File: src/rtl/seg7_pkg.sv
// Shared types and constants for the multiplexed 7-segment display scanner.
// The polarity helper maps active-high decoder patterns onto the pins.
package seg7_pkg;

    typedef enum logic {
        BLANK,
        SHOW
    } scan_state_e;

    localparam logic [6:0] SEG_OFF_CA = 7'h7F;
    localparam logic [6:0] SEG_OFF_CC = 7'h00;

    function automatic logic [6:0] seg_pol(
        input logic [6:0] seg,
        input logic       common_anode
    );
        return common_anode ? ~seg : seg;
    endfunction

endpackage

File: src/rtl/seg7_slot_timer.sv
// Digit slot timer: counts cycles within a slot, steps the digit index,
// and flags slot boundaries plus a registered end-of-frame pulse.
module seg7_slot_timer #(
    parameter int NUM_DIGITS   = 4,
    parameter int REFRESH_DIV  = 12000,
    parameter int BLANK_CYCLES = 48
) (
    input  logic                          clk,
    input  logic                          rst,
    output logic [$clog2(REFRESH_DIV)-1:0] slot_cnt,
    output logic [$clog2(NUM_DIGITS)-1:0]  idx,
    output logic                          slot_start,
    output logic                          show_next,
    output logic                          slot_end,
    output logic                          frame_done
);

    localparam int CW = $clog2(REFRESH_DIV);
    localparam int IW = $clog2(NUM_DIGITS);
    localparam logic [CW-1:0] CNT_LAST = CW'(REFRESH_DIV - 1);
    localparam logic [CW-1:0] CNT_SHOW = CW'(BLANK_CYCLES - 1);
    localparam logic [IW-1:0] IDX_LAST = IW'(NUM_DIGITS - 1);

    logic [CW-1:0] cnt_q, cnt_d;
    logic [IW-1:0] idx_q, idx_d;
    logic          frame_done_q, frame_done_d;

    always_comb begin
        cnt_d = cnt_q + CW'(1);
        idx_d = idx_q;
        if (cnt_q == CNT_LAST) begin
            cnt_d = '0;
            idx_d = (idx_q == IDX_LAST) ? '0 : idx_q + IW'(1);
        end
        // Predicted from next-state so the flop lines up with the last cycle
        frame_done_d = (idx_d == IDX_LAST) && (cnt_d == CNT_LAST);
    end

    always_ff @(posedge clk) begin
        if (rst) begin
            cnt_q        <= '0;
            idx_q        <= '0;
            frame_done_q <= 1'b0;
        end else begin
            cnt_q        <= cnt_d;
            idx_q        <= idx_d;
            frame_done_q <= frame_done_d;
        end
    end

    assign slot_cnt   = cnt_q;
    assign idx        = idx_q;
    assign slot_start = (cnt_q == '0);
    assign show_next  = (cnt_q == CNT_SHOW);
    assign slot_end   = (cnt_q == CNT_LAST);
    assign frame_done = frame_done_q;

endmodule

File: src/rtl/seg7_scan_scheduler.sv
// Scans a shared BCD decoder across the display digits with blanking gaps,
// tear-free frame-boundary updates and leading-zero suppression.
module seg7_scan_scheduler
    import seg7_pkg::*;
#(
    parameter int NUM_DIGITS   = 4,
    parameter int REFRESH_DIV  = 12000,
    parameter int BLANK_CYCLES = 48,
    parameter int COMMON_ANODE = 1
) (
    input  logic                    clk,
    input  logic                    rst,
    input  logic                    load_valid,
    output logic                    load_ready,
    input  logic [4*NUM_DIGITS-1:0] load_value,
    input  logic [NUM_DIGITS-1:0]   load_dp,
    input  logic                    blank_lz,
    output logic [3:0]              bcd_out,
    input  logic [6:0]              seg_in,
    output logic [6:0]              seg_out,
    output logic                    dp_out,
    output logic [NUM_DIGITS-1:0]   digit_en,
    output logic                    frame_done
);

    localparam int CW = $clog2(REFRESH_DIV);
    localparam int IW = $clog2(NUM_DIGITS);
    localparam logic       CA      = (COMMON_ANODE != 0);
    localparam logic [6:0] SEG_OFF = CA ? SEG_OFF_CA : SEG_OFF_CC;
    localparam logic       DP_OFF  = CA;
    localparam logic       DP_ON   = !CA;

    logic [CW-1:0] slot_cnt;
    logic [IW-1:0] idx;
    logic          slot_start;
    logic          show_next;
    logic          slot_end;

    seg7_slot_timer #(
        .NUM_DIGITS  (NUM_DIGITS),
        .REFRESH_DIV (REFRESH_DIV),
        .BLANK_CYCLES(BLANK_CYCLES)
    ) u_timer (
        .clk       (clk),
        .rst       (rst),
        .slot_cnt  (slot_cnt),
        .idx       (idx),
        .slot_start(slot_start),
        .show_next (show_next),
        .slot_end  (slot_end),
        .frame_done(frame_done)
    );

    logic [4*NUM_DIGITS-1:0] shadow_q, shadow_d, pend_q, pend_d;
    logic [NUM_DIGITS-1:0]   shadow_dp_q, shadow_dp_d;
    logic [NUM_DIGITS-1:0]   pend_dp_q, pend_dp_d;
    logic [NUM_DIGITS-1:0]   digit_en_q, digit_en_d;
    logic                    pend_full_q, pend_full_d;
    logic [3:0]              bcd_q, bcd_d;
    logic [6:0]              pat_q, pat_d, seg_out_q, seg_out_d;
    logic                    dp_cur_q, dp_cur_d, lz_q, lz_d;
    logic                    dp_out_q, dp_out_d;
    scan_state_e             state_q, state_d;
    logic                    hi_zero;

    always_comb begin
        shadow_d    = shadow_q;
        shadow_dp_d = shadow_dp_q;
        pend_d      = pend_q;
        pend_dp_d   = pend_dp_q;
        pend_full_d = pend_full_q;
        bcd_d       = bcd_q;
        pat_d       = pat_q;
        dp_cur_d    = dp_cur_q;
        lz_d        = lz_q;
        state_d     = state_q;

        hi_zero = 1'b1;
        for (int i = 0; i < NUM_DIGITS; i++) begin
            if (i >= int'(idx) && shadow_q[i*4 +: 4] != 4'd0) begin
                hi_zero = 1'b0;
            end
        end

        if (load_valid && !pend_full_q) begin
            pend_d      = load_value;
            pend_dp_d   = load_dp;
            pend_full_d = 1'b1;
        end
        // Shadow only moves between frames so a scan never mixes values
        if (frame_done && pend_full_q) begin
            shadow_d    = pend_q;
            shadow_dp_d = pend_dp_q;
            pend_full_d = 1'b0;
        end

        if (slot_start) begin
            bcd_d    = shadow_q[int'(idx)*4 +: 4];
            dp_cur_d = shadow_dp_q[idx];
            lz_d     = blank_lz && (idx != '0) && hi_zero;
        end
        if (slot_cnt == CW'(1)) begin
            pat_d = seg_in;
        end

        unique case (state_q)
            BLANK: if (show_next) state_d = SHOW;
            SHOW:  if (slot_end)  state_d = BLANK;
        endcase

        digit_en_d = '0;
        seg_out_d  = SEG_OFF;
        dp_out_d   = DP_OFF;
        if (state_d == SHOW) begin
            // A suppressed zero with its point set still lights the point
            if (!lz_d || dp_cur_d) digit_en_d = NUM_DIGITS'(1) << idx;
            if (!lz_d)             seg_out_d  = seg_pol(pat_d, CA);
            if (dp_cur_d)          dp_out_d   = DP_ON;
        end
    end

    always_ff @(posedge clk) begin
        if (rst) begin
            shadow_q    <= '0;
            shadow_dp_q <= '0;
            pend_q      <= '0;
            pend_dp_q   <= '0;
            pend_full_q <= 1'b0;
            bcd_q       <= '0;
            pat_q       <= '0;
            dp_cur_q    <= 1'b0;
            lz_q        <= 1'b0;
            state_q     <= BLANK;
            digit_en_q  <= '0;
            seg_out_q   <= SEG_OFF;
            dp_out_q    <= DP_OFF;
        end else begin
            shadow_q    <= shadow_d;
            shadow_dp_q <= shadow_dp_d;
            pend_q      <= pend_d;
            pend_dp_q   <= pend_dp_d;
            pend_full_q <= pend_full_d;
            bcd_q       <= bcd_d;
            pat_q       <= pat_d;
            dp_cur_q    <= dp_cur_d;
            lz_q        <= lz_d;
            state_q     <= state_d;
            digit_en_q  <= digit_en_d;
            seg_out_q   <= seg_out_d;
            dp_out_q    <= dp_out_d;
        end
    end

    assign load_ready = !pend_full_q;
    assign bcd_out    = bcd_q;
    assign seg_out    = seg_out_q;
    assign dp_out     = dp_out_q;
    assign digit_en   = digit_en_q;

endmodule
File: config.mk
export PLATFORM = sky130hd
export DESIGN_NAME = seg7_scan_scheduler
export DESIGN_NICKNAME = d
export VERILOG_FILES = /design/src/rtl/seg7_pkg.sv /design/src/rtl/seg7_slot_timer.sv /design/src/rtl/seg7_scan_scheduler.sv
export SDC_FILE = /design/constraint.sdc
export NUM_CORES = 1
export LEC_CHECK = 0
export ABC_AREA = 0
export CAP_MARGIN = 20
export CELL_PAD_IN_SITES_DETAIL_PLACEMENT = 0
export CELL_PAD_IN_SITES_GLOBAL_PLACEMENT = 2
export CORE_UTILIZATION = 37
export CTS_BUF_LIST = sky130_fd_sc_hd__clkbuf_4 sky130_fd_sc_hd__clkbuf_8
export DETAILED_ROUTE_END_ITERATION = 10
export PLACE_DENSITY_LB_ADDON = 0.2
export SLEW_MARGIN = 20
export SYNTH_ARGS = -nofsm -noshare
export SYNTH_HDL_FRONTEND = slang
export SYNTH_HIERARCHICAL = 1
export SYNTH_SLANG_ARGS = --single-unit
export TNS_END_PERCENT = 50
File: constraint.sdc
create_clock -name clk -period 4.32 [get_ports clk]
set_clock_uncertainty 0.1 [all_clocks]
set_input_delay 1.08 -clock clk [delete_from_list [all_inputs] [get_ports clk]]
set_output_delay 1.08 -clock clk [all_outputs]
set_load 0.005 [all_outputs]
# Word-level counts from Yosys, hierarchy flattened
# Cells that the tools add are included.
# totals
in_bits	31
register_bits	84
wordCells	71
# classes
add_sub_neg	2
muxes	16
n_eq_ne	6
bitwise	4
shift	2
reduce_logical	21
order_cmp	4
# op_table
cell	count
$eq 14x14->1 const B	2
$reduce_bool 4->1	4
$shiftx 16x5->4	1
$add 14x1->14 const B	1
$eq 14x1->1 const B	1
$eq 14x6->1 const B	1
$logic_not 14->1	1
$mux 14	1
$mux 1	10
$logic_and 1x1->1	8
$mux 7	1
$not 7->7	1
$reduce_or 3->1	2
$eq 2x2->1 const B	2
$ge 1x2->1 const A	2
$mux 2	2
$reduce_or 2->1	2
$shl 1x2->4 const A	1
$lt 2x3->1 const B	1
$not 1->1	3
$add 2x1->2 const B	1
$bmux 1 s2	1
$ge 2x2->1 const A	1
$logic_not 1->1	2
3 further kinds	3

# Logic depth before layout (Yosys ltp)
# Gate-level depths: netlist of run 1.
# depth
ltp_word	12
depth_mapped	10
mapped_depth_nobuf	8

# Modules after synthesis
# Netlist of run 1, hierarchy kept.
# modules_own_cells
module	seq_area_each_um2	cells_per_inst	area_each_um2	instances
seg7_scan_scheduler	1341.3	278	2546.2	1
seg7_slot_timer	340.3	114	1033.5	1

# Least setup slack after synthesis of run 1
# OpenSTA, ideal clock, no wires.
# synth_path
path_kind	reg-to-reg
startpoint	register u_timer.cnt_q[6], in the netlist u_timer/slot_cnt[6]
endpoint	register digit_en_q[3], in the netlist digit_en[3]
stages_incl_launch_ff	11
t_required_ns	4.088
setup_time_ns	0.132
n_path_buf	3
arrival_time_ns	1.999
setup_slack_ns	2.090
cell_sequence	dfxtp_1 > bufbuf_16 > nor3_1 > nand3_1 > nor4_1 > buf_6 > nor4b_4 > o2111ai_1 > o211ai_2 > buf_6 > a21boi_0
# synth_between
elab_chain_len	6
word_cells_on_any_way	13
classes_between	2 x eq/ne; 5 x mux; 2 x bitwise; 4 x reduce/logical
# synth_rtl
item	line	rtl
from (decl)	seg7_slot_timer.sv:24	logic [CW-1:0] cnt_q, cnt_d;
from (signal assigned)	seg7_slot_timer.sv:45	cnt_q <= cnt_d;
$logic_not 14->1 (*)	seg7_slot_timer.sv:53	assign slot_start = (cnt_q == '0);
via slot_start	seg7_scan_scheduler.sv:35	logic slot_start;
$mux 1	seg7_scan_scheduler.sv:97	if (slot_start) begin
$logic_not 1->1	--	
$logic_or 1x1->1 (*)	seg7_scan_scheduler.sv:116	if (!lz_d || dp_cur_d) digit_en_d = NUM_DIGITS'(1) << idx;
$not 1->1 (no line) (*)	--	
$reduce_or 3->1 (no line) (*)	--	
to (signal assigned)	seg7_scan_scheduler.sv:148	digit_en_q <= digit_en_d;
to (decl)	seg7_scan_scheduler.sv:57	logic [NUM_DIGITS-1:0] digit_en_q, digit_en_d;
# The timed path passes the listed nets; every way through them passes the cells marked *.
# A chain may end at the register's enable or synchronous reset.

# Worst setup path in the final report of run 1
# layout_path
startpoint	register u_timer.cnt_q[4], in the netlist u_timer/slot_cnt[4]
endpoint	register digit_en_q[3], in the netlist digit_en[3]
# The elaborated chain is that of the path after synthesis.

==> reports/metrics.yaml, run 1 <==
setup_path:
  end_kind: "flip-flop"
  crit_cells: 8
  crit_arrival_ns: 2.73
  crit_family: "simple AND/OR/NAND/NOR gates"
  required_ns: 4.43
  path_common_cell: "nor4_1"
  crit_path_cell_trace: "nor4_1 > nand3_1 > nor4_1 > buf_4 > nor4b_4 > o2111ai_1 > o211ai_2 > a21boi_0"
  cpPeakStageDelay_ns: 0.44
  critPathLaunch: "u_timer/slot_cnt[4]$_SDFF_PP0_"
  startpoint_type: "flip-flop"
  critPathKind: "flip-flop to flip-flop"
  cp_slowest_cell: "o211ai_2"
  r2r-start: "u_timer/slot_cnt[4]$_SDFF_PP0_"
  crit_fanout: 11
  r2r_cells: 8
  critical_path_buf_inv_count: 1
synthesis:
  seq_area_frac_synth_pct: 47.0
  ys_ff_latch: 84
  syn_inst: 392
  netlist_area_um2: 3580
  ys.flop_type: "dfxtp_1"
  ys_types: 52
  syn_area_per_cell_um2: 9.13
  ys.warnings.count: 6
  synth_edf_count: 0
  async_flop_share_pct: 0
  synth_nets: 426
drt:
  drc_errors: 0
  routed_wl_um: 7430
  drt_pass1_iterations: 4
  drtIter0Drc: 55
  vias: 2666
  wl_per_cell_um: 13.3
  vias_per_cell: 4.76
  postRouteAntennaNets: 0
grt:
  grt.overflow.total: 0
  grt_pass1_wl_um: 12500
  grt_pass1_vias: 2560
  grt_use_total_pct: 15.9
  antenna_found_initial: 0
  grt_max_degree: 56
clock_tree:
  postCtsSetupBuffers: 0
  postCtsHoldBufs: 0
  clock_latency_ns: 0.35
  clockBufferDepth: 2
  root_buffer: "clkbuf_8"
  path_clk_slew_ns: 0.09
  cts_sinks: 84
  cts_made_buffers: 9
  cts_tree: "done"
  cts_max_level: 3
  cts.repair.resized: 0
power_and_ir_drop:
  p_leak_nw: 1.52
  powerDensity_nw_per_um2: 348
  irDropWorstVdd_v: 0.000148
placement:
  place.gp.congestion: 0.759
  io_buffers: 48
  place.detailed.hpwl_um: 5190
sta:
  finalHoldViolCount: 0
  fin_crit_sh_pct: 60.8
  setup_viol: 0
  fmax_ghz: 0.381
  fin_hold_ws_ns: 0.357
  slew_violations: 0
  setup_tns_ns: 0
  worst-slew-pin-transition_ns: 0.729
  rsz0062_at_grt: "no"
  relSlewSlack_pct: 51.3
  fin_crit_ns: 2.63
finish:
  drive_gt1_share_pct: 9.28
  n_fill_cell: 955
  n_antenna_cell: 0
  fin_nets: 461
  syn2layout_area_growth_pct: 18.7
die:
  pin_count: 49
  start_util_pct: 38.4
  rows: 35
  die_area_um2: 10100
  core_um2: 9330
  die_y_um: 100
  die_x_um: 100
worst_hold_path:
  hp-class: "flip-flop to flip-flop"
  worstHoldStart: "pend_q[13]$_SDFFE_PP0P_"
  hold_path_depth: 2
flow_run:
  drv_cap: 0
status:
  outcome: "finished clean"
==> layout by cell type (no fill, tap or decap), drive strengths merged, types with 5 or more instances in the layout <==
cell and count:
nor4 9, nand2 89, nand3 8, clkdlybuf4s50 47, clkbuf 11, or2 7, nand2b 8, dfxtp 84
a21oi 47, o21ai 5, mux2i 15, nor2 32, inv 5, xnor2 7
==> where the power goes <==
group	switching [W]	internal [W]	leakage, nW	total [W]
logic	0.0000554	0.0000599	0.744	0.000115
clock network	0.000270	0.000285	0.0948	0.000556
registers	0.0000156	0.000794	0.682	0.000809
total	0.000341	0.00114	1.52	0.00148
==> area by class of cell <==
type	count	area (um2)	share of cell area [%]
Clock inverter	4	50.0	1.18
Clock buffer	11	145	3.42
Sequential cell	84	1680	39.6
Inverter	5	18.8	0.442
Tap cell	129	161	3.80
Multi-Input combinational cell	276	1690	39.9
Timing Repair Buffer	51	498	11.7
==> flip-flops by register name, indices dropped and copies added (netlist names) <==
register / flops
shadow_q: 16
u_timer/slot_cnt: 14
u_timer/idx: 2
pend_q: 16
lz_q: 1
digit_en: 4
bcd_out: 4
pat_q: 7
pend_full_q: 1
seg_out: 7
shadow_dp_q: 4
dp_out: 1
state_q: 1
u_timer/frame_done: 1
pend_dp_q: 4
dp_cur_q: 1
==> per-layer routing <==
metal	share of wire [%]	global-route usage [%]	vias to the layer above
li1	-	-	1390
met1	49	20.5	1231
met2	47	25.8	39
met3	3.1	4.81	6
met4	1.0	4.91	0
met5	0	0	-
==> Yosys cell counts, drive strengths merged, types with 2 or more instances <==
| master | count | area, um2 |
|---|---|---|
| mux4 | 4 | 90.1 |
| nor4 | 9 | 75.1 |
| a211oi | 2 | 32.5 |
| and3 | 3 | 18.8 |
| or4 | 2 | 18.8 |
| and2 | 2 | 12.5 |
| o21ai | 5 | 28.8 |
| dfxtp | 84 | 1680 |
| clkbuf | 14 | 52.6 |
| buf | 12 | 100 |
| nor4b | 3 | 56.3 |
| inv | 5 | 18.8 |
| a21oi | 47 | 239 |
| nand2b | 8 | 50.1 |
| nand3 | 8 | 40.0 |
| nor3 | 4 | 20.0 |
| nand4 | 4 | 70.1 |
| nor2 | 32 | 120 |
| xnor2 | 7 | 61.3 |
| nor2b | 3 | 18.8 |
| xor2 | 2 | 17.5 |
| or2 | 7 | 43.8 |
| nand2 | 89 | 337 |
| mux2i | 15 | 150 |
| nor3b | 2 | 15.0 |
| or3 | 3 | 20.0 |
| ha | 3 | 37.5 |
==> kinds of logic after synthesis <==
logic type      count (synthesis)  share of synthesized area, %
flops                          84                          47.0
xor+xnor                        9                          2.20
compound gates                 62                          10.3
simple gates                  183                          27.1
fa+ha+maj                       3                          1.05
mux                            19                          6.71
buf+inv                        32                          5.70
==> per-stage QoR <==
stage	std cells	instance area, um2	util (%)	setup WS (ns)	total power [W]
floorplan	392	3580	-	2.09	0.000901
global placement	545	4050	43.5	1.55	0.000943
detailed placement	545	4050	43.5	1.50	0.000944
CTS	560	4250	45.6	1.67	0.00150
global route	560	4250	45.6	1.42	0.00155
finish	560	4250	45.6	1.69	0.00148
==> tightest hold or removal path, stage by stage (launching register included) <==
cell     delay [ns]
dfxtp_1        0.31
nand2_1        0.05
a21oi_1        0.05
==> final timing paths <==
check                       endpoint  slack, ns
max reg2reg   digit_en[3]$_SDFF_PP0_       1.69
max           digit_en[3]$_SDFF_PP0_       1.69
min reg2reg  pend_q[13]$_SDFFE_PP0P_       0.36
min          pend_q[13]$_SDFFE_PP0P_       0.36
No activity file was read; power rests on OpenSTA's default activity.
==> run 2: changes to the inputs <==
--- a/config.mk
+++ b/config.mk
@@ -9,7 +9,7 @@
 export CAP_MARGIN = 20
 export CELL_PAD_IN_SITES_DETAIL_PLACEMENT = 0
 export CELL_PAD_IN_SITES_GLOBAL_PLACEMENT = 2
-export CORE_UTILIZATION = 37
+export CORE_UTILIZATION = 31
 export CTS_BUF_LIST = sky130_fd_sc_hd__clkbuf_4 sky130_fd_sc_hd__clkbuf_8
 export DETAILED_ROUTE_END_ITERATION = 10
 export PLACE_DENSITY_LB_ADDON = 0.2
==> constraint.sdc (replaced) <==
create_clock -name clk -period 2.2 [get_ports clk]
set_clock_uncertainty 0.1 [all_clocks]
set_input_delay 0.55 -clock clk [delete_from_list [all_inputs] [get_ports clk]]
set_output_delay 0.55 -clock clk [all_outputs]
set_load 0.005 [all_outputs]
==> reports/metrics.yaml, run 2 (synthesis gave the netlist of run 1 again) <==
clock_tree:
  root_buffer: "clkbuf_8"
  cts_made_buffers: 9
  cts_tree: "done"
  path_clk_slew_ns: 0.08
  cts_sinks: 84
  clock_latency_ns: 0.36
  clockBufferDepth: 2
  cts_max_level: 3
power_and_ir_drop:
  irDropWorstVdd_v: 0.000293
  totalPowerFinal_w: 0.00307
  powerDensity_nw_per_um2: 682
  p_leak_nw: 1.65
finish:
  drive_gt1_share_pct: 15.5
  syn2layout_area_growth_pct: 25.5
  fin_area_um2: 4490
  n_antenna_cell: 0
  n_fill_cell: 1137
  final_util_pct: 40.7
  layout_common_cells: "nand2_1, dfxtp_1, clkdlybuf4s50_1"
  fin_nets: 482
  layout_commonest_cell: "nand2_1"
drt:
  drc_errors: 0
  drt_pass1_iterations: 6
  vias_per_cell: 4.70
  wl_per_cell_um: 13.6
  postRouteAntennaNets: 0
  drtIter0Drc: 77
  routed_wl_um: 8050
  vias: 2783
grt:
  antenna_found_initial: 0
  grt_max_degree: 45
  grt.overflow.total: 0
  grt_pass1_wl_um: 13400
  grt_use_total_pct: 14.8
  grt_pass1_vias: 2708
setup_path:
  crit_family: "simple AND/OR/NAND/NOR gates"
  critical_path_buf_inv_count: 0
  crit_arrival_ns: 2.20
  cp_slowest_cell: "dfxtp_1"
  required_ns: 2.33
  r2r_cells: 5
  crit_fanout: 10
  crit_cells: 5
  rrSetupSlack_ns: 0.13
  crit_path_cell_trace: "nand2_2 > or3_2 > a31oi_1 > and4bb_1 > nor4bb_4"
  cpPeakStageDelay_ns: 0.51
  end_kind: "flip-flop"
  critPathKind: "flip-flop to flip-flop"
  startpoint_type: "flip-flop"
sta:
  fmax_ghz: 0.484
  fin_hold_ws_ns: 0.356
  slew_violations: 0
  rsz0062_at_grt: "yes"
  fin_crit_sh_pct: 93.9
  setup_viol: 0
  fin_crit_ns: 2.07
  relSlewSlack_pct: 55.8
  worst-slew-pin-transition_ns: 0.662
  setup_tns_ns: 0
  finalHoldViolCount: 0
worst_hold_path:
  hp-class: "flip-flop to flip-flop"
  hold_path_depth: 2
die:
  die_area_um2: 12000
  rows: 38
  pin_count: 49
  core_um2: 11000
  die_y_um: 109
  die_x_um: 109
  start_util_pct: 32.5
flow_run:
  drv_cap: 0
placement:
  place.gp.congestion: 0.748
  place.detailed.hpwl_um: 5780
  io_buffers: 48
  place_area_um2: 4230
status:
  outcome: "finished clean"
## run 2: cell types whose count changed in the layout (fill, tap and decap cells not counted), moves of 2 or more
cell / before / now
clkinvlp_4: 2 / 0
dfxtp_2: 0 / 3
nor4_1: 6 / 4
dfxtp_1: 84 / 81
buf_4: 3 / 23
## run 2: power by group
group          total (W)  switching (W)  leakage [nW]  internal (W)
logic           0.000261       0.000123         0.857      0.000137
registers        0.00158      0.0000242         0.683       0.00156
clock network    0.00122       0.000545         0.113      0.000677
total            0.00307       0.000692          1.65       0.00237
## run 2: area by class of cell
type,instances,area (um2),area share (%)
clock buffer,11,145,3.23
clock inverter,4,73.8,1.64
inverter,5,18.8,0.418
multi-input combinational,276,1730,38.6
sequential,84,1690,37.5
tap,140,175,3.90
timing repair buffer,72,659,14.7
## run 2: through the flow
stage	setup slack, ns	std cells
finish	0.133	592
global route	0.000855	592
CTS	0.0418	592
detailed placement	-0.0566	577
global placement	0.0146	577
floorplan	0.00990	392
## run 2: repair_timing
item,4_1_cts,5_1_grt
endpoints found under the hold margin,0,0
resized for setup,3,7
pin swaps,2,2
hold buffers,0,0
setup buffers,0,0
setup endpoints to repair,11,12
## run 2: worst register-to-register path: stages (launching register included)
cell and delay [ns]:
dfxtp_1 0.51, nand2_2 0.21, or3_2 0.51, a31oi_1 0.25
and4bb_1 0.23, nor4bb_4 0.14
## run 2: worst paths after layout
check,start,endpoint
max,u_timer/slot_cnt[5]$_SDFF_PP0_,u_timer/frame_done$_SDFF_PP0_
min,shadow_dp_q[0]$_SDFFE_PP0P_,shadow_dp_q[0]$_SDFFE_PP0P_
max reg2reg,u_timer/slot_cnt[5]$_SDFF_PP0_,u_timer/frame_done$_SDFF_PP0_
min reg2reg,shadow_dp_q[0]$_SDFFE_PP0P_,shadow_dp_q[0]$_SDFFE_PP0P_
## run 2: per-layer routing
metal / routed length, um / vias to the layer above / GRT usage, %
met5: 0 / - / 0
met1: 3890 / 1287 / 18.7
li1: - / 1438 / -
met3: 296 / 7 / 4.21
met2: 3760 / 51 / 23.8
met4: 96 / 0 / 5.81
==> patch 1, RTL diff (settings of run 1) <==
The output `seg_out` loses its register stage (`seg_out_q` becomes a continuous assignment).
--- a/src/rtl/seg7_scan_scheduler.sv
+++ b/src/rtl/seg7_scan_scheduler.sv
@@ -134,3 +134,2 @@
             digit_en_q  <= '0;
-            seg_out_q   <= SEG_OFF;
             dp_out_q    <= DP_OFF;
@@ -148,3 +147,2 @@
             digit_en_q  <= digit_en_d;
-            seg_out_q   <= seg_out_d;
             dp_out_q    <= dp_out_d;
@@ -152,2 +150,4 @@
     end
+
+    assign seg_out_q = seg_out_d;
 
Behaviour: same outputs for any inputs over 10 cycles, from zero or initial values and one cycle with rst high; that may be too few to reach the edited logic, so the function may still have changed.
==> patch 1 against run 1 <==
The run now ends with design-rule violations left. Total power rose by 0.31%. Sequential share of layout area decreased by 2.8 points. Global-route usage rose by 0.31 points. Wire length shrank 0.67%. Combinational power rose by 4%. Worst setup slack got worse by 1400 ps. Area after synthesis decreased by 3.8%. Cell area down 1.4%. Sequential cell count shrank 7. Critical endpoint is now seg_out[6]. Largest cell class unchanged. Largest power group unchanged.
==> patch 1: results (changes against run 1) <==
Run status
  – Outcome: finished, violations left (was completed)
  – Failing checks: design-rule violations

Power
  – LEAKAGE: 1.51 nW (was 1.52 nW)
  – Sw Share: 22.6% (was 23.1%)
  – Maximum VDD drop: 206 uV (was 148 uV)

Layout
  – Finished Layout Cells: 538 (was 560)
  – Layout cell share with drive strength beyond 1: 11.2% (was 9.28%)
  – Nets: 459 (was 461)
  – Fill count: 889 (was 955)
  – Multi-input gate area: 1740 um2 (was 1690 um2)

Critical path
  – Worst Path Max Fanout: 9 (was 11)
  – Worst r2r src: u_timer/slot_cnt[1]$_SDFF_PP0_ (was u_timer/slot_cnt[4]$_SDFF_PP0_)
  – Reg2Reg Depth: 7 (was 8)
  – FF-to-FF End: digit_en[3]$_SDFF_PP0_ (unchanged)
  – R2R setup slack: 2000 ps (was 1690 ps)

Yosys
  – Post-synthesis sequential area ratio: 44.8% (was 47.0%)
  – Synth unique cells: 54 (was 52)
  – Area contributors post-synth: dfxtp_1 45%, nand2_1 9.6%, a21oi_1 6.7%, mux2i_1 4.4%, nor2_1 3.6% (was dfxtp_1 47%, nand2_1 9.2%, a21oi_1 6.4%, mux2i_1 4.2%, nor2_1 3.4%)
  – Syn_area_per_cell: 8.89 um2 (was 9.13 um2)
  – Post-Syn Nets: 421 (was 426)
  – Commonest cells in the synthesized netlist: 88 x nand2_1, 77 x dfxtp_1, 46 x a21oi_1 (was 88 x nand2_1, 84 x dfxtp_1, 46 x a21oi_1)
  – Synth async-reset ratio: 0% (unchanged)

Global route
  – M1 GR Usage: 21.1% (was 20.5%)
  – GRT met2 Usage: 26.4% (was 25.8%)
  – First-pass GRT wire length: 12,500 um (about the same)
  – Vias in the first global route: 2,523 (was 2,560)
  – Met3 Resource Use GR: 3.83% (was 4.81%)
  – Largest net degree at the start of global routing: 63 (was 56)
  – GRT Overall Usage: 16.3% (was 15.9%)

Detailed routing
  – Total Routed Length: 7380 um (was 7430 um)
  – DRC violations left: 3 (was 0)
  – First drt pass iteration count: 7 (was 4)
  – Initial DRC Count: 60 (was 55)
  – Avg Vias per Cell: 5.01 (was 4.76)

Placement
  – Post-Place Cell Area: 3930 um2 (was 4050 um2)
  – GPL Wtd Cong: 0.753 (was 0.759)
  – Dpl hpwl: 5080 um (was 5190 um)
  – Post-place setup slack: 452 ps (was 1500 ps)
  – DP Cell Count: 522 (was 545)

Clocking
  – Skew-Pair Late Insertion Delay: 340 ps
  – CTS Buf Count: 9 (unchanged)
  – Post-cts sizing count: 0 (unchanged)
  – Worst-path clk slew: 80 ps

Worst hold path
  – WHS Endpoint: pend_q[1]$_SDFFE_PP0P_ (was pend_q[13]$_SDFFE_PP0P_)
  – Min-Delay Startpoint: pend_q[1]$_SDFFE_PP0P_ (was pend_q[13]$_SDFFE_PP0P_)
  – Hold depth: 2 (unchanged)

STA
  – Hold WS: 357 ps (about the same)
  – Max transition margin: 52.4% (was 51.3%)
[patch 1: cell count changes in the layout (fill, tap and decap cells not counted), sizes merged, moves of 2 or more]
cell	before	now
clkinv	1	3
dfxtp	84	77
clkinvlp	2	0
buf	4	6
[patch 1: cell families after synthesis]
logic type	synth area share [%]
simple gates	28.1
xor+xnor	2.29
mux	6.98
compound gates	11.2
buf+inv	5.52
fa+ha+maj	1.09
flops	44.8
[patch 1: layer usage]
layer,vias to the layer above,share of wire (%)
li1,1394,-
met1,1246,49
met2,46,47
met3,7,3.4
met4,0,1.1
met5,-,0
[patch 1: how the worst max path moves through the flow]
stage | startpoint | end | slack [ps] | cells after the start
global route | u_timer/slot_cnt[4]$_SDFF_PP0_ | seg_out[2] | -8 | 9
global placement | blank_lz | seg_out[6] | 470 | 5
detailed placement | blank_lz | seg_out[6] | 450 | 5
floorplan | u_timer/slot_cnt[6]$_SDFF_PP0_ | seg_out[0] | 1190 | 9
finish | u_timer/slot_cnt[4]$_SDFF_PP0_ | seg_out[6] | 260 | 9
CTS | u_timer/slot_cnt[4]$_SDFF_PP0_ | seg_out[6] | 160 | 9
[patch 1: layout make-up]
class	instances	area share, %
Multi-Input combinational cell	278	41.6
Tap cell	108	3.23
Inverter	6	0.538
Clock inverter	5	1.97
Sequential cell	77	36.8
Timing Repair Buffer	53	12.2
Clock buffer	11	3.61
[patch 1: worst max-delay path, cell delays in order (launching register included)]
cell and delay [ps]:
dfxtp_1 410, nor4_1 300, nand3_1 200, nor4_4 290, buf_4 230, nor2b_1 90, a211oi_2 230, o21ai_4 120
or2_1 240, clkdlybuf4s50_1 440
[patch 1: power by group through the flow]
stage               clock network (mW)  registers [mW]  logic, mW
finish                           0.620           0.745      0.120
CTS                              0.640           0.745      0.120
global route                     0.674           0.748      0.135
global placement                     0           0.761      0.119
floorplan                            0           0.757     0.0773
detailed placement                   0           0.762      0.120
==> patch 2, RTL diff (flow settings as in run 1) <==
Without the edit above. `REFRESH_DIV` is set to 12000 in 2 places; all go to 48000.
--- a/src/rtl/seg7_slot_timer.sv
+++ b/src/rtl/seg7_slot_timer.sv
@@ -4,3 +4,3 @@
     parameter int NUM_DIGITS   = 4,
-    parameter int REFRESH_DIV  = 12000,
+    parameter int REFRESH_DIV  = 48000,
     parameter int BLANK_CYCLES = 48
--- a/src/rtl/seg7_scan_scheduler.sv
+++ b/src/rtl/seg7_scan_scheduler.sv
@@ -6,3 +6,3 @@
     parameter int NUM_DIGITS   = 4,
-    parameter int REFRESH_DIV  = 12000,
+    parameter int REFRESH_DIV  = 48000,
     parameter int BLANK_CYCLES = 48,
Function: same outputs for any inputs over 10 cycles, from zero or initial values and one cycle with rst high; that may be too few to reach the edited logic, so the function may still have changed.
==> patch 2 against run 1 <==
Die area grew 3.2%. Wire length grew 8.0%. Worst setup slack lost 190 ps. Total power grew 7.9%. Critical path type unchanged. Sequential cell count grew 2. First-iteration DRC count grew 35%. Cell area grew 4.2%. Area after synthesis grew 3.2%. Cell count grew 5.4%. Critical endpoint unchanged. Clock power grew 18%.
==> patch 2: results (changes against run 1) <==
Global route
  – First-pass GRT wire length: 13,400 um (was 12,500 um)
  – GRT Overall Usage: 16.7% (was 15.9%)
  – Vias in the first global route: 2,646 (was 2,560)
  – Largest net degree at the start of global routing: 50 (was 56)

STA
  – Fmax: 356 MHz (was 381 MHz)
  – Slew at the pin closest to its max-slew limit: 727 ps (was 729 ps)
  – Hold WS: 358 ps (was 357 ps)

Layout
  – Layout cell share with drive strength beyond 1: 8.97% (was 9.28%)
  – Nets: 487 (was 461)

Placement
  – Dpl hpwl: 5520 um (was 5190 um)
  – DP Cell Count: 574 (was 545)
  – Post-Place Cell Area: 4190 um2 (was 4050 um2)

Detailed routing
  – Vias: 2,912 (was 2,666)
  – Initial DRC Count: 74 (was 55)
  – Total Routed Length: 8030 um (was 7430 um)
  – Avg Vias per Cell: 4.94 (was 4.76)

Yosys
  – Post-synthesis adder-cell area fraction: 1.35% (was 1.05%)
  – Mux share of post-synthesis cell area: 5.96% (was 6.71%)
  – Syn_area_per_cell: 8.82 um2 (was 9.13 um2)
  – Area contributors post-synth: dfxtp_1 47%, nand2_1 9.8%, a21oi_1 6.5%, nor2_1 3.6%, mux2i_1 3.5% (was dfxtp_1 47%, nand2_1 9.2%, a21oi_1 6.4%, mux2i_1 4.2%, nor2_1 3.4%)
  – Synth unique cells: 53 (was 52)
  – Compound-Gate Fraction of Synth Area: 10.8% (was 10.3%)

Run status
  – Outcome: completed (unchanged)

Critical path
  – Crit path DAT: 2940 ps (was 2730 ps)

Power
  – LEAKAGE: 1.56 nW (was 1.52 nW)
patch 2: cell types whose count changed after synthesis, moves of 3 or more:
cell,run 1,this run
nand4_1,1,10
nand2_1,88,96
xor2_1,2,9
and3_1,3,0
buf_2,2,5
nor2_1,32,35
nor4_1,6,9
xnor2_1,7,4
patch 2: per-layer routing:
layer / vias to the layer above / global-route usage [%] / wire, um
met5: - / 0 / 0
met4: 0 / 6.59 / 150
met3: 12 / 4.04 / 338
met2: 69 / 25.4 / 3600
met1: 1341 / 22.9 / 3950
li1: 1490 / - / -
patch 2: worst paths after layout:
kind | endpoint | from | cells after the start
worst max-delay path | digit_en[3]$_SDFF_PP0_ | u_timer/slot_cnt[4]$_SDFF_PP0_ | 9
worst min-delay path | shadow_q[0]$_SDFFE_PP0P_ | pend_q[0]$_SDFFE_PP0P_ | 2
worst max register to register | digit_en[3]$_SDFF_PP0_ | u_timer/slot_cnt[4]$_SDFF_PP0_ | 9
worst min register to register | shadow_q[0]$_SDFFE_PP0P_ | pend_q[0]$_SDFFE_PP0P_ | 2
patch 2: worst max-delay path, cell delays in order (launching register included):
cell       delay (ps)
dfxtp_1           430
or4_1             550
nor2_1            120
nand2_1            90
nor4_1            240
buf_4             220
nor4b_4           200
o2111ai_1         180
o211ai_2          410
a21boi_0          150
patch 2: area by class of cell:
class,count,area (um2)
Sequential cell,86,1720
Multi-Input combinational cell,297,1780
Clock inverter,7,113
Clock buffer,9,124
Fill cell,1011,5300
Tap cell,133,166
Timing Repair Buffer,51,498
Inverter,7,26.3
patch 2: report_power, final:
group / switching [mW] / internal [mW]
Clock: 0.319 / 0.339
Sequential: 0.0144 / 0.811
Combinational: 0.0561 / 0.0573
Total: 0.389 / 1.21
